$ cat config.mk
export PLATFORM = sky130hd
export DESIGN_NAME = axistream_limit_pkt_len
export DESIGN_NICKNAME = d
export VERILOG_FILES = /design/src/rtl/axistream_limit_pkt_len.sv
export SDC_FILE = /design/constraint.sdc
export NUM_CORES = 1
export LEC_CHECK = 0
export CORE_MARGIN = 8
export CORE_UTILIZATION = 51
export DETAILED_ROUTE_END_ITERATION = 10
export PLACE_DENSITY = 0.87
export REMOVE_ABC_BUFFERS = 1
export SYNTH_ARGS = -nofsm -noshare
export SYNTH_HDL_FRONTEND = slang
export SYNTH_SLANG_ARGS = --single-unit
$ cat constraint.sdc
create_clock -name clk -period 4.4 [get_ports clk]
set_input_delay 1.32 -clock clk [delete_from_list [all_inputs] [get_ports clk]]
set_output_delay 1.32 -clock clk [all_outputs]
set_load 0.02 [all_outputs]
$ cat src/rtl/axistream_limit_pkt_len.sv
// rtl/axistream_limit_pkt_len.sv - registered AXI-stream stage that caps packet length at MAX_LEN words
// Words are forwarded one cycle later; a packet reaching MAX_LEN words without tlast gets a forced tlast.
module axistream_limit_pkt_len #(
   parameter int DATA_WIDTH = 8,
   parameter int MAX_LEN    = 16,
   parameter int CNT_WIDTH  = 16
) (
   input  logic                  clk,
   input  logic                  rst,
   input  logic                  src_tvalid,
   output logic                  src_tready,
   input  logic [DATA_WIDTH-1:0] src_tdata,
   input  logic                  src_tlast,
   output logic                  dest_tvalid,
   input  logic                  dest_tready,
   output logic [DATA_WIDTH-1:0] dest_tdata,
   output logic                  dest_tlast,
   output logic                  split_pulse,
   output logic [CNT_WIDTH-1:0]  pkt_count,
   output logic [CNT_WIDTH-1:0]  split_count
);

   localparam int WCNT_W = $clog2(MAX_LEN + 1);
   localparam logic [WCNT_W-1:0] LAST_SLOT = WCNT_W'(MAX_LEN - 1);

   logic                  dest_tvalid_q, dest_tvalid_d;
   logic [DATA_WIDTH-1:0] dest_tdata_q, dest_tdata_d;
   logic                  dest_tlast_q, dest_tlast_d;
   logic                  split_pulse_q, split_pulse_d;
   logic [CNT_WIDTH-1:0]  pkt_count_q, pkt_count_d;
   logic [CNT_WIDTH-1:0]  split_count_q, split_count_d;
   logic [WCNT_W-1:0]     wcnt_q, wcnt_d;

   logic capture;
   logic drain;
   logic last_slot;
   logic force_split;

   assign src_tready  = !rst && (!dest_tvalid_q || dest_tready);
   assign capture     = src_tvalid && src_tready;
   assign drain       = dest_tvalid_q && dest_tready;
   assign last_slot   = (wcnt_q == LAST_SLOT);
   assign force_split = last_slot && !src_tlast;

   always_comb begin
      dest_tvalid_d = dest_tvalid_q;
      dest_tdata_d  = dest_tdata_q;
      dest_tlast_d  = dest_tlast_q;
      split_pulse_d = 1'b0;
      pkt_count_d   = pkt_count_q;
      split_count_d = split_count_q;
      wcnt_d        = wcnt_q;

      // A capture in the same cycle as a drain simply overwrites the buffered word.
      if (capture) begin
         dest_tvalid_d = 1'b1;
         dest_tdata_d  = src_tdata;
         dest_tlast_d  = src_tlast || last_slot;
         wcnt_d        = (src_tlast || last_slot) ? '0 : wcnt_q + WCNT_W'(1);
         if (force_split) begin
            split_pulse_d = 1'b1;
            split_count_d = split_count_q + CNT_WIDTH'(1);
         end
      end else if (drain) begin
         dest_tvalid_d = 1'b0;
      end

      if (drain && dest_tlast_q) begin
         pkt_count_d = pkt_count_q + CNT_WIDTH'(1);
      end
   end

   always_ff @(posedge clk) begin
      if (rst) begin
         dest_tvalid_q <= 1'b0;
         dest_tlast_q  <= 1'b0;
         split_pulse_q <= 1'b0;
         pkt_count_q   <= '0;
         split_count_q <= '0;
         wcnt_q        <= '0;
      end else begin
         dest_tvalid_q <= dest_tvalid_d;
         dest_tlast_q  <= dest_tlast_d;
         split_pulse_q <= split_pulse_d;
         pkt_count_q   <= pkt_count_d;
         split_count_q <= split_count_d;
         wcnt_q        <= wcnt_d;
      end
   end

   // Data needs no reset; it is only meaningful while dest_tvalid is set.
   always_ff @(posedge clk) begin
      dest_tdata_q <= dest_tdata_d;
   end

   assign dest_tvalid = dest_tvalid_q;
   assign dest_tdata  = dest_tdata_q;
   assign dest_tlast  = dest_tlast_q;
   assign split_pulse = split_pulse_q;
   assign pkt_count   = pkt_count_q;
   assign split_count = split_count_q;

endmodule
# After elaboration in Yosys (flattened, before gate mapping)
# Cells that the tools add are included.
[word_totals]
ff_bits = 48
out_inout_bits = 44
word_cells = 29
[classes]
addsub = 3
eq_ne = 1
mux = 4
bitwise = 1
reduce_logical = 13
[op_table]
columns = ["op", "count"]
rows = [
  ["$add A16 B1 Y16 const B", 2],
  ["$add A5 B1 Y5 const B", 1],
  ["$eq A5 B4 Y1 const B", 1],
  ["$logic_and A1 B1 Y1", 5],
  ["$mux W5", 1],
  ["$logic_not A1 Y1", 3],
  ["$mux W1", 3],
  ["$logic_or A1 B1 Y1", 2],
  ["$reduce_and A2 Y1", 1],
  ["$reduce_bool A2 Y1", 1],
  ["$reduce_or A2 Y1", 1],
  ["$not A1 Y1", 1],
]

# Longest topological paths before layout
# Gate-level depths: netlist (run 1).
[logic_depth]
ltp_word = 6
mapped_depth = 8
ltp_nobuf = 7

# Worst setup path before layout (run 1)
# Ideal clock, no wire load.
[synth_timing]
kind = "input -> output"
startpoint = "in rst"
endpoint = "out src_tready"
arrival_ps = 2032
path_slack_ps = 1048
path_stages = 3
path_buffers = 2
cell_sequence = "clkbuf_1 -> buf_1 -> nor2_1"
[synth_between]
elab_chain_len = 2
[synth_rtl]
columns = ["item", "line_no", "text"]
rows = [
  ["from (decl)", "9", "input logic rst,"],
  ["$logic_not A1 Y1", "39", "assign src_tready = !rst && (!dest_tvalid_q || dest_tready);"],
  ["$logic_and A1 B1 Y1", "39", ""],
  ["to (decl)", "11", "output logic src_tready,"],
]
# No other way between the ends.

# Worst setup path after layout (run 1)
[layout_timing]
startpoint = "in dest_tready"
endpoint = "out src_tready"
[layout_between]
elab_chain_len = 2
[layout_rtl]
columns = ["item", "line_no", "text"]
rows = [
  ["from (decl)", "15", "input logic dest_tready,"],
  ["$logic_or A1 B1 Y1", "39", ""],
  ["$logic_and A1 B1 Y1", "39", ""],
]
# No other way between the ends.

==> reports/qor.csv, run 1 <==
stage,metric,value,unit
drt,drt_iter0_drc,99,
setup_path,end_kind,output pin,
synth,synth_top_area_share,0.3872,
synth,yosys_most_used_dff,dfxtp_1,
timing,min_period,4.012,ns
setup_path,startpoint_type,input pin,
global_routing,gr-total-overflow,0,
drt,avgRoutedWirePerCell,14.78,um
finish,nets,287,
setup_path,path_max_fanout,7,
placement,gp_congestion,0.8114,
pwr,p_clk_frac,0.345,
global_routing,grt_max_degree,42,
pwr,p_leak,0.9360,nW
pwr,seqPwrFrac,0.593,
timing,grt_setup_unrepaired,false,
clocking,clkTransAtPathRegs,0.08,ns
clocking,cts-resized-gates,0,
setup_path,crit_top_cell,clkdlybuf4s50_1,
setup_path,arrival,2.69,ns
pwr,p_total,0.7668,mW
setup_path,crit_chain,clkdlybuf4s50_1 -> nor2b_4 -> nor2_1 -> clkdlybuf4s50_1,
pwr,p_sw,0.1646,mW
drt,ant_nets,0,
pwr,peakVddDrop,0.1705,mV
timing,fin_tns_setup,0,ns
floorplanning,dieWidth,79.68,um
timing,setup_viol,0,
floorplanning,io-pin-count,57,
timing,min_period_over_period,0.9119,
clocking,numCtsBuffers,5,
setup_path,cp_slowest_stage_delay,0.62,ns
clocking,ctsHtreeMaxLevel,2,
synth,synth_seq_cells,48,
clocking,clk_latency,0.30,ns
synth,synth_edf_count,8,
global_routing,grt.total_usage,0.1546,
flow_run,maxCapViolCount,0,
global_routing,grt_pass1_wl,7810,um
drt,drc_errors,0,
synth,synth_cell_types,38,
timing,finClkSkew,0.005545,ns
global_routing,grt_antenna_before_repair,0,
global_routing,grt_pass1_vias,1643,
clocking,clkSinkCount,48,
floorplanning,die_y,79.68,um
timing,worst_pin_slew,0.4703,ns
finish,area_delta_synth_final,33.45,%
placement,io_buffer_count,56,
timing,fmax,0.2492,GHz
finish,drive_gt1_frac,0.04797,
synth,async_flop_share,0,
clocking,cts_buffer_depth,2,
pwr,pwr-share-comb,0.063,
floorplanning,start_util,0.5246,
synth,netlist_area,0.002068,mm2
floorplanning,die_area,0.006349,mm2
run_status,status,finished clean,
drt,routed_wirelength,4745,um
drt,avgViaCountPerCell,5.623,
setup_path,crit_slowest_cell,clkdlybuf4s50_1,
finish,n_fill_cell,313,
synth,yosysTopAreaCell,dfxtp_1,
setup_path,crit_buf_inv,2,
floorplanning,fp-row-count,23,
synth,ys_warn_count,0,
floorplanning,core_area,0.003943,mm2
clocking,ctsRootBufferMaster,clkbuf_8,
pwr,p_sw_frac,0.2146,
clocking,post_cts_buffers,0,
setup_path,cpLargestDelayFamily,buffers and inverters,
synth,synthCells,213,
timing,slew_viol_final,0,
drt,vias,1805,
placement,place.detailed.hpwl,3402,um
pwr,intPower,0.6022,mW
timing,max_slew_margin,0.6856,
synth,synth.avg_cell_area,9.710,um2
timing,finalHoldViolations,0,
setup_path,path_class,in -> out,
pwr,p_per_area,277.8,mW/mm2
clocking,ctsHoldBuffers,0,
setup_path,cp.required,3.08,ns
min_path,hold_class,reg -> reg,
synth,yosysSeqAreaShare,0.5033,
clocking,tritoncts,done,
synth,synthTopCellsByArea,"dfxtp_1, edfxtp_1, nor2_1",
drt,dr.pass1.iters,6,
finish,diodes,0,
## path summary, 6_finish.rpt
| check | from | to | slack (ns) | cells past startpoint |
|---|---|---|---|---|
| max | dest_tready | src_tready | 0.39 | 4 |
| min reg2reg | wcnt_q[4]$_SDFFE_PP0P_ | wcnt_q[4]$_SDFFE_PP0P_ | 0.47 | 2 |
| max reg2reg | wcnt_q[0]$_SDFFE_PP0P_ | split_count[13]$_SDFFE_PP0P_ | 2.13 | 7 |
| min | wcnt_q[4]$_SDFFE_PP0P_ | wcnt_q[4]$_SDFFE_PP0P_ | 0.47 | 2 |
## cell usage after synthesis (2+ instances only)
library cell / count
a21oi_1: 14
and2_1: 2
and3_1: 3
and4_1: 4
buf_1: 2
buf_2: 2
clkbuf_1: 3
dfxtp_1: 40
edfxtp_1: 8
ha_1: 4
inv_1: 7
mux2_2: 2
mux2i_1: 3
nand2_1: 10
nand3_1: 11
nand3b_1: 2
nand4_1: 9
nor2_1: 26
nor2b_1: 3
nor3_1: 2
nor4_1: 3
o21ai_0: 7
o311ai_0: 3
o31ai_1: 5
o41ai_1: 3
or3_1: 6
or4_1: 5
xnor2_1: 6
xor2_1: 9
## cells in the final DEF, fill, tap and decap left out, drive strengths merged, types with 6 or more instances in the layout
cell,count
nor2,26
clkdlybuf4s50,56
dfxtp,40
nand4,9
nand3,12
a21oi,14
inv,7
xnor2,6
clkbuf,8
o21ai,7
nand2,10
xor2,9
edfxtp,8
or3,6
## stage by stage
stage | hold WS (ns) | instances | worst slack (ns) | utilization | instance area, um2
final | 0.4680 | 321 | 0.3878 | 0.7001 | 2760
after global routing | 0.4953 | 321 | 0.3131 | 0.7001 | 2760
after global placement | 0.4397 | 313 | 0.3951 | 0.6772 | 2670
after detailed placement | 0.4616 | 313 | 0.3797 | 0.6772 | 2670
after floorplan | 0.4258 | 206 | 1.440 | - | 2039
after CTS | 0.4729 | 321 | 0.3806 | 0.7001 | 2760
## power by group through the flow
stage	Sequential (mW)	Combinational [mW]	Clock [mW]
after floorplan	0.470	0.0120	0
after detailed placement	0.465	0.0484	0
final	0.454	0.0479	0.264
after global routing	0.456	0.0517	0.289
after global placement	0.465	0.0472	0
after CTS	0.455	0.0485	0.270
## registers in the layout (all words and copies together) (netlist names)
| signal | cells |
|---|---|
| dest_tdata | 8 |
| dest_tlast | 1 |
| pkt_count | 16 |
| dest_tvalid | 1 |
| wcnt_q | 5 |
| split_pulse | 1 |
| split_count | 16 |
## logic make-up after synthesis
| logic type | after synthesis | share of synthesized area |
|---|---|---|
| XOR/XNOR | 15 | 0.06352 |
| flip-flops | 48 | 0.5033 |
| adder cells (fa/ha/maj) | 4 | 0.02420 |
| AO/OA/AOI/OAI | 32 | 0.09438 |
| multiplexers | 5 | 0.02541 |
| buffers and inverters | 14 | 0.02662 |
| AND/OR/NAND/NOR | 95 | 0.2626 |
## worst min-delay path: stages, from the launching register on
cell and delay, ns:
dfxtp_1 0.32, nand2_1 0.06, a21oi_1 0.05
## layout make-up
cell class	count	area (um2)	area share
multi-input combinational	151	972.2	0.3522
clock buffer	8	90.09	0.03264
inverter	7	26.28	0.009519
sequential	48	1041	0.3772
tap	50	62.56	0.02267
timing repair buffer	57	568.0	0.2058
## routing by layer
layer	part of all wire	vias up	GRT usage
met4	0.019	0	0.08889
met3	0.055	5	0.03378
met1	0.43	862	0.1794
met2	0.50	45	0.2559
li1	-	893	-
met5	0	-	0
Power figures use the tool's default switching activity.
==> run 2, diff against run 1 <==
--- a/config.mk
+++ b/config.mk
@@ -5,6 +5,7 @@
 export SDC_FILE = /design/constraint.sdc
 export NUM_CORES = 1
 export LEC_CHECK = 0
+export CORE_ASPECT_RATIO = 0.9
 export CORE_MARGIN = 8
 export CORE_UTILIZATION = 51
 export DETAILED_ROUTE_END_ITERATION = 10
==> reports/qor.csv, run 2 (same netlist as run 1, synthesis figures left out) <==
stage,metric,value,unit,change
finish,nets,287,,unchanged
pwr,peakVddDrop,0.1906,mV,+12%
finish,area_delta_synth_final,34.12,%,
placement,gp_congestion,0.8126,,+0.15%
global_routing,gr-total-overflow,0,,unchanged
finish,drive_gt1_frac,0.04797,,unchanged
clocking,cts_buffer_depth,2,,unchanged
timing,worst_pin_slew,0.4900,ns,+0.01977 ns
setup_path,path_class,in -> out,,
timing,worst_slack,0.3671,ns,-0.02064 ns
setup_path,end_kind,output pin,,
pwr,p_leak,0.9437,nW,+0.82%
setup_path,arrival,2.71,ns,+0.02 ns
global_routing,grt_antenna_before_repair,0,,unchanged
floorplanning,die_y,76.42,um,-4.1%
floorplanning,fp-row-count,22,,-4.3%
global_routing,grt.total_usage,0.1390,,-0.01557
setup_path,crit_slowest_cell,clkdlybuf4s50_1,,
setup_path,startpoint_type,input pin,,
timing,setup_viol,0,,unchanged
drt,avgRoutedWirePerCell,13.83,um,-6.4%
run_status,status,finished clean,,
placement,io_buffer_count,56,,unchanged
drt,ant_nets,0,,unchanged
setup_path,crit_top_cell,clkdlybuf4s50_1,,
pwr,p_sw_frac,0.2106,,-0.004039
timing,slew_viol_final,0,,unchanged
timing,grt_setup_unrepaired,false,,
drt,routed_wirelength,4413,um,-7.0%
timing,fmax,0.2480,GHz,-0.51%
finish,final_cell_mix,"clkdlybuf4s50_1, dfxtp_1, nor2_1, a21oi_1, nand3_1",,
clocking,clk_latency,0.30,ns,about the same
global_routing,grt_max_degree,42,,unchanged
setup_path,cpLargestDelayFamily,buffers and inverters,,
drt,drc_errors,0,,unchanged
pwr,intPower,0.6395,mW,+6.2%
drt,drt_iter0_drc,64,,-35%
clocking,clkTransAtPathRegs,0.08,ns,about the same
setup_path,path_max_fanout,7,,unchanged
floorplanning,io-pin-count,57,,unchanged
flow_run,maxCapViolCount,0,,unchanged
clocking,cts-resized-gates,0,,unchanged
timing,finalHoldViolations,0,,unchanged
setup_path,crit_chain,clkdlybuf4s50_1 -> nor2b_4 -> nor2_1 -> clkdlybuf4s50_1,,
floorplanning,start_util,0.5182,,-0.006414
finish,regArea,0.001041,mm2,unchanged
global_routing,grt_pass1_vias,1656,,+0.79%
timing,min_period_over_period,0.9166,,+0.004690
timing,min_period,4.033,ns,+0.02064 ns
min_path,hold_class,reg -> reg,,
finish,multi_input_area,972.2,um2,unchanged
setup_path,crit_buf_inv,2,,unchanged
finish,final_common_cell,clkdlybuf4s50_1,,
clocking,numCtsBuffers,5,,unchanged
floorplanning,dieWidth,83.13,um,+4.3%
pwr,pwr-share-comb,0.059,,-0.004
clocking,ctsRootBufferMaster,clkbuf_8,,
pwr,p_sw,0.1706,mW,+3.7%
floorplanning,die_area,0.006352,mm2,about the same
timing,max_slew_margin,0.6724,,-0.01322
timing,finClkSkew,0.002593,ns,-0.002952 ns
finish,diodes,0,,unchanged
clocking,ctsHtreeMaxLevel,2,,unchanged
pwr,seqPwrFrac,0.561,,-0.032
timing,fin_tns_setup,0,ns,unchanged
setup_path,cp_slowest_stage_delay,0.61,ns,about the same
global_routing,grt_pass1_wl,7507,um,-3.9%
finish,n_fill_cell,303,,-3.2%
clocking,ctsHoldBuffers,0,,unchanged
drt,avgViaCountPerCell,5.524,,-1.8%
placement,place.detailed.hpwl,3210,um,-5.6%
pwr,p_per_area,292.1,mW/mm2,+5.1%
pwr,p_clk_frac,0.380,,+0.035
clocking,post_cts_buffers,0,,unchanged
placement,pre_cts_slack,0.3574,ns,-0.02237 ns
drt,vias,1762,,-2.4%
drt,dr.pass1.iters,4,,-2
setup_path,cp.required,3.08,ns,about the same
clocking,tritoncts,done,,
floorplanning,core_area,0.003991,mm2,+1.2%
timing,whs,0.4608,ns,-0.007132 ns
clocking,clkSinkCount,48,,unchanged
[run 2: changes by cell type in the layout (fill, tap and decap cells not counted)]
cell	previous run	this run
bufinv_16	0	1
clkbuf_1	2	0
clkbuf_8	6	5
clkinv_1	0	2
[run 2: per-stage QoR]
stage	instance area [um2]	utilization	power [mW]	cells
finish	2774	0.6950	0.8102	319
global route	2774	0.6950	0.8404	319
CTS	2774	0.6950	0.8188	319
detailed placement	2668	0.6683	0.5128	311
global placement	2668	0.6683	0.5114	311
floorplan	2039	-	0.4820	206
[run 2: path summary, 6_finish.rpt]
path / startpoint / end / slack, ns / cells past startpoint
setup reg to reg: wcnt_q[0]$_SDFFE_PP0P_ / split_count[13]$_SDFFE_PP0P_ / 2.09 / 7
hold reg to reg: wcnt_q[4]$_SDFFE_PP0P_ / wcnt_q[4]$_SDFFE_PP0P_ / 0.46 / 2
hold / removal: wcnt_q[4]$_SDFFE_PP0P_ / wcnt_q[4]$_SDFFE_PP0P_ / 0.46 / 2
setup / recovery: dest_tready / src_tready / 0.37 / 4
[run 2: layer usage]
metal	global-route usage	up-vias	wire, um
li1	-	887	-
met2	0.2300	35	2150
met1	0.1504	833	1953
met5	0	-	0
met4	0.07719	0	87
met3	0.05021	7	221
[run 2: layout make-up]
type	count	share of cell area
clock buffers	5	0.02481
clock inverters	3	0.01353
inverters	7	0.009472
multi-input cells	151	0.3505
flip-flops and latches	48	0.3753
well taps	48	0.02165
repair buffers	57	0.2048
[run 2: worst reg2reg max path: cells and delay by family (launching register included)]
kind	cells	cell delay, ns
flip-flops	1	0.38
adder cells (fa/ha/maj)	2	0.45
AO/OA/AOI/OAI	1	0.14
AND/OR/NAND/NOR	4	1.27
[run 2: power groups by stage]
stage	combinational [mW]	clock, mW	sequential, mW
after global placement	0.0471	0	0.464
after global routing	0.0517	0.334	0.455
final	0.0478	0.308	0.454
after floorplan	0.0120	0	0.470
after detailed placement	0.0481	0	0.465
after CTS	0.0483	0.316	0.454
==> run 3, diff against run 2 <==
--- a/config.mk
+++ b/config.mk
@@ -11,6 +11,7 @@
 export DETAILED_ROUTE_END_ITERATION = 10
 export PLACE_DENSITY = 0.87
 export REMOVE_ABC_BUFFERS = 1
+export SETUP_SLACK_MARGIN = 0.15
 export SYNTH_ARGS = -nofsm -noshare
 export SYNTH_HDL_FRONTEND = slang
 export SYNTH_SLANG_ARGS = --single-unit
==> results of run 3 <==
Same layout as run 2: the final DEF is identical, and so are final timing and power.
==> RTL change (flow settings as in run 1) <==
Set the parameter `DATA_WIDTH` to 12 (it was 8).
--- a/src/rtl/axistream_limit_pkt_len.sv
+++ b/src/rtl/axistream_limit_pkt_len.sv
@@ -1,7 +1,7 @@
 // rtl/axistream_limit_pkt_len.sv - registered AXI-stream stage that caps packet length at MAX_LEN words
 // Words are forwarded one cycle later; a packet reaching MAX_LEN words without tlast gets a forced tlast.
 module axistream_limit_pkt_len #(
-   parameter int DATA_WIDTH = 8,
+   parameter int DATA_WIDTH = 12,
    parameter int MAX_LEN    = 16,
    parameter int CNT_WIDTH  = 16
 ) (
Interface: changed (resized dest_tdata and src_tdata); port bits go from 57 to 65. The function was not compared with the original's and may differ.
==> RTL change against run 1 <==
Clock skew increased by 3.8 ps. Clock power increased by 6%. Wire length increased by 6.2%. Power increased by 8.9%. Worst setup slack got worse by 5.9 ps. Cell count increased by 4.4%. Synthesized area increased by 5.8%. Sequential cell count increased by 4. First-iteration DRC count decreased by 10%. Combinational power increased by 20%. Die area increased by 4.6%. Count of clock-buffer cells in the layout decreased by 2. Cell area increased by 7.4%.
==> RTL change: results (changes against run 1) <==
cts bufs inserted=5 (unchanged); Slowest-stage cell, CP=clkdlybuf4s50_1; largest net degree at the start of global routing=42 (unchanged); Seq/Total Area, Yosys=53.1% (+2.7 points); share of post-route cells with drive strength above 1=5.30% (+0.50 points); clk_lat worst skew=300 ps (about the same); met3 Track Usage GR=2.95% (-0.42 points); Setup Skew=9.38 ps (+3.83 ps); Iter 0 DRT Violations=89 (-10%); worst-path maximum fanout=7 (unchanged); final net count=303 (+5.6%); # fillers=317 (+1.3%); post-cts resize count=0 (unchanged); CTS H-Tree Depth=2 (unchanged); cell family with most CP delay=buffers and inverters; global-route wire length before repair=8.35 mm (+6.9%); reg-to-reg slack, setup=2060 ps (-70 ps); total wire length=5.04 mm (+6.2%); WHS Path Cells=2 (unchanged); synth warn=0 (unchanged); hold path start=wcnt_q[4]; Max-Cap Viols=0 (unchanged); vias in the first global route=1762 (+7.2%); VDD IR-drop max=0.000189 V (+11%); Synth cell types=38 (unchanged); clk root buf=clkbuf_8; ys async rst share=0% (unchanged); DRC errors left=0 (unchanged); fmax=0.249 GHz (-0.15%); reg2reg end=split_count[13]; worst r2r path cells=7 (unchanged); most frequent cells after synthesis=dfxtp_1 (40), nor2_1 (26), a21oi_1 (14), edfxtp_1 (12), nand3_1 (11); CP max stage delay=about 610 ps; pre-CTS WS=375 ps (-5.22 ps); Synth area leaders=dfxtp_1 (37%), edfxtp_1 (16%), nor2_1 (4.5%); initial antenna violation count=0 (unchanged); Leak Pwr=1.01 nW (+7.9%); DPL Wire Length=3.77 mm (+11%); Slew headroom=63.4% (-5.2 points); routability congestion estimate=0.754 (-7.1%); Hold Path Class=register to register; Vias/cell=5.54 (-1.5%); 1st-pass router iterations=4 (-2); reg2reg start=wcnt_q[0]; GR Util All Layers=15.7% (+0.26 points); hold worst-path end=wcnt_q[4]; EDFF count, synth=12 (+4); number of buffers added on ports=64 (+14%); post-CTS setup buffers=0 (unchanged); clock slew at reported path FFs=90 ps; met2 usage=28.4% (+2.8 points); # diodes=0 (unchanged); clock tree buffer depth=2 (unchanged); Net Sw Frac=22.2% (+0.76 points); outcome=finished clean; M1 GR Usage=17.9% (-0.079 points); CP Data Arrival Time=2700 ps (about the same); minimum hold slack=474 ps (+5.96 ps)
-- RTL change: changes by cell type in the layout (fill, tap and decap cells not counted) --
cell	run 1	this run
clkbuf_1	2	0
clkdlybuf4s50_1	56	64
clkinv_2	0	2
edfxtp_1	8	12
-- RTL change: cell type report --
| cell class | instances | share of cell area [%] |
|---|---|---|
| clock buffers | 6 | 2.78 |
| clock inverters | 2 | 0.338 |
| inverters | 7 | 0.886 |
| multi-input cells | 151 | 32.8 |
| flip-flops and latches | 52 | 39.2 |
| well taps | 52 | 2.19 |
| repair buffers | 65 | 21.9 |
-- RTL change: tightest hold or removal path: cells and delay by family, from the launching register on --
family / cells / cell delay (ps)
simple gates: 1 / 60
compound gates: 1 / 60
flops: 1 / 320
-- RTL change: stage by stage --
stage / power [mW] / std cells / instance area, µm²
finish: 0.835 / 335 / 2970
global route: 0.866 / 335 / 2970
CTS: 0.839 / 335 / 2970
detailed placement: 0.568 / 327 / 2870
global placement: 0.566 / 327 / 2870
floorplan: 0.530 / 210 / 2160
-- RTL change: metal layers --
metal,vias to the layer above,part of all wire (%),wire (µm)
li1,924,-,-
met1,884,41,2060
met2,43,52,2640
met3,4,5.7,287
met4,0,0.99,50
met5,-,0,0
-- RTL change: cells by family after synthesis --
family,Yosys count,share of synthesized area (%)
AOI/OAI and AO/OA,32,8.92
xor gates and xnor gates,15,6.00
adders and majority gates,4,2.29
buffers and inverters,14,2.52
DFF,52,53.1
muxes,5,2.40
and+or+nand+nor,95,24.8
-- RTL change: how the worst max path moves through the flow --
stage | startpoint | endpoint | cells after the start
6_report | dest_tready | src_tready | 4
5_1_grt | dest_tready | src_tready | 4
4_1_cts | dest_tready | src_tready | 4
3_5_place_dp | dest_tready | src_tready | 4
3_3_place_gp | dest_tready | src_tready | 4
2_1_floorplan | dest_tready | src_tready | 2
-- RTL change: power groups by stage --
stage               clock, mW  sequential, mW  combinational (mW)
finish                  0.279           0.499              0.0575
global route            0.304           0.500              0.0614
CTS                     0.282           0.499              0.0582
detailed placement          0           0.510              0.0580
global placement            0           0.509              0.0564
floorplan                   0           0.517              0.0125
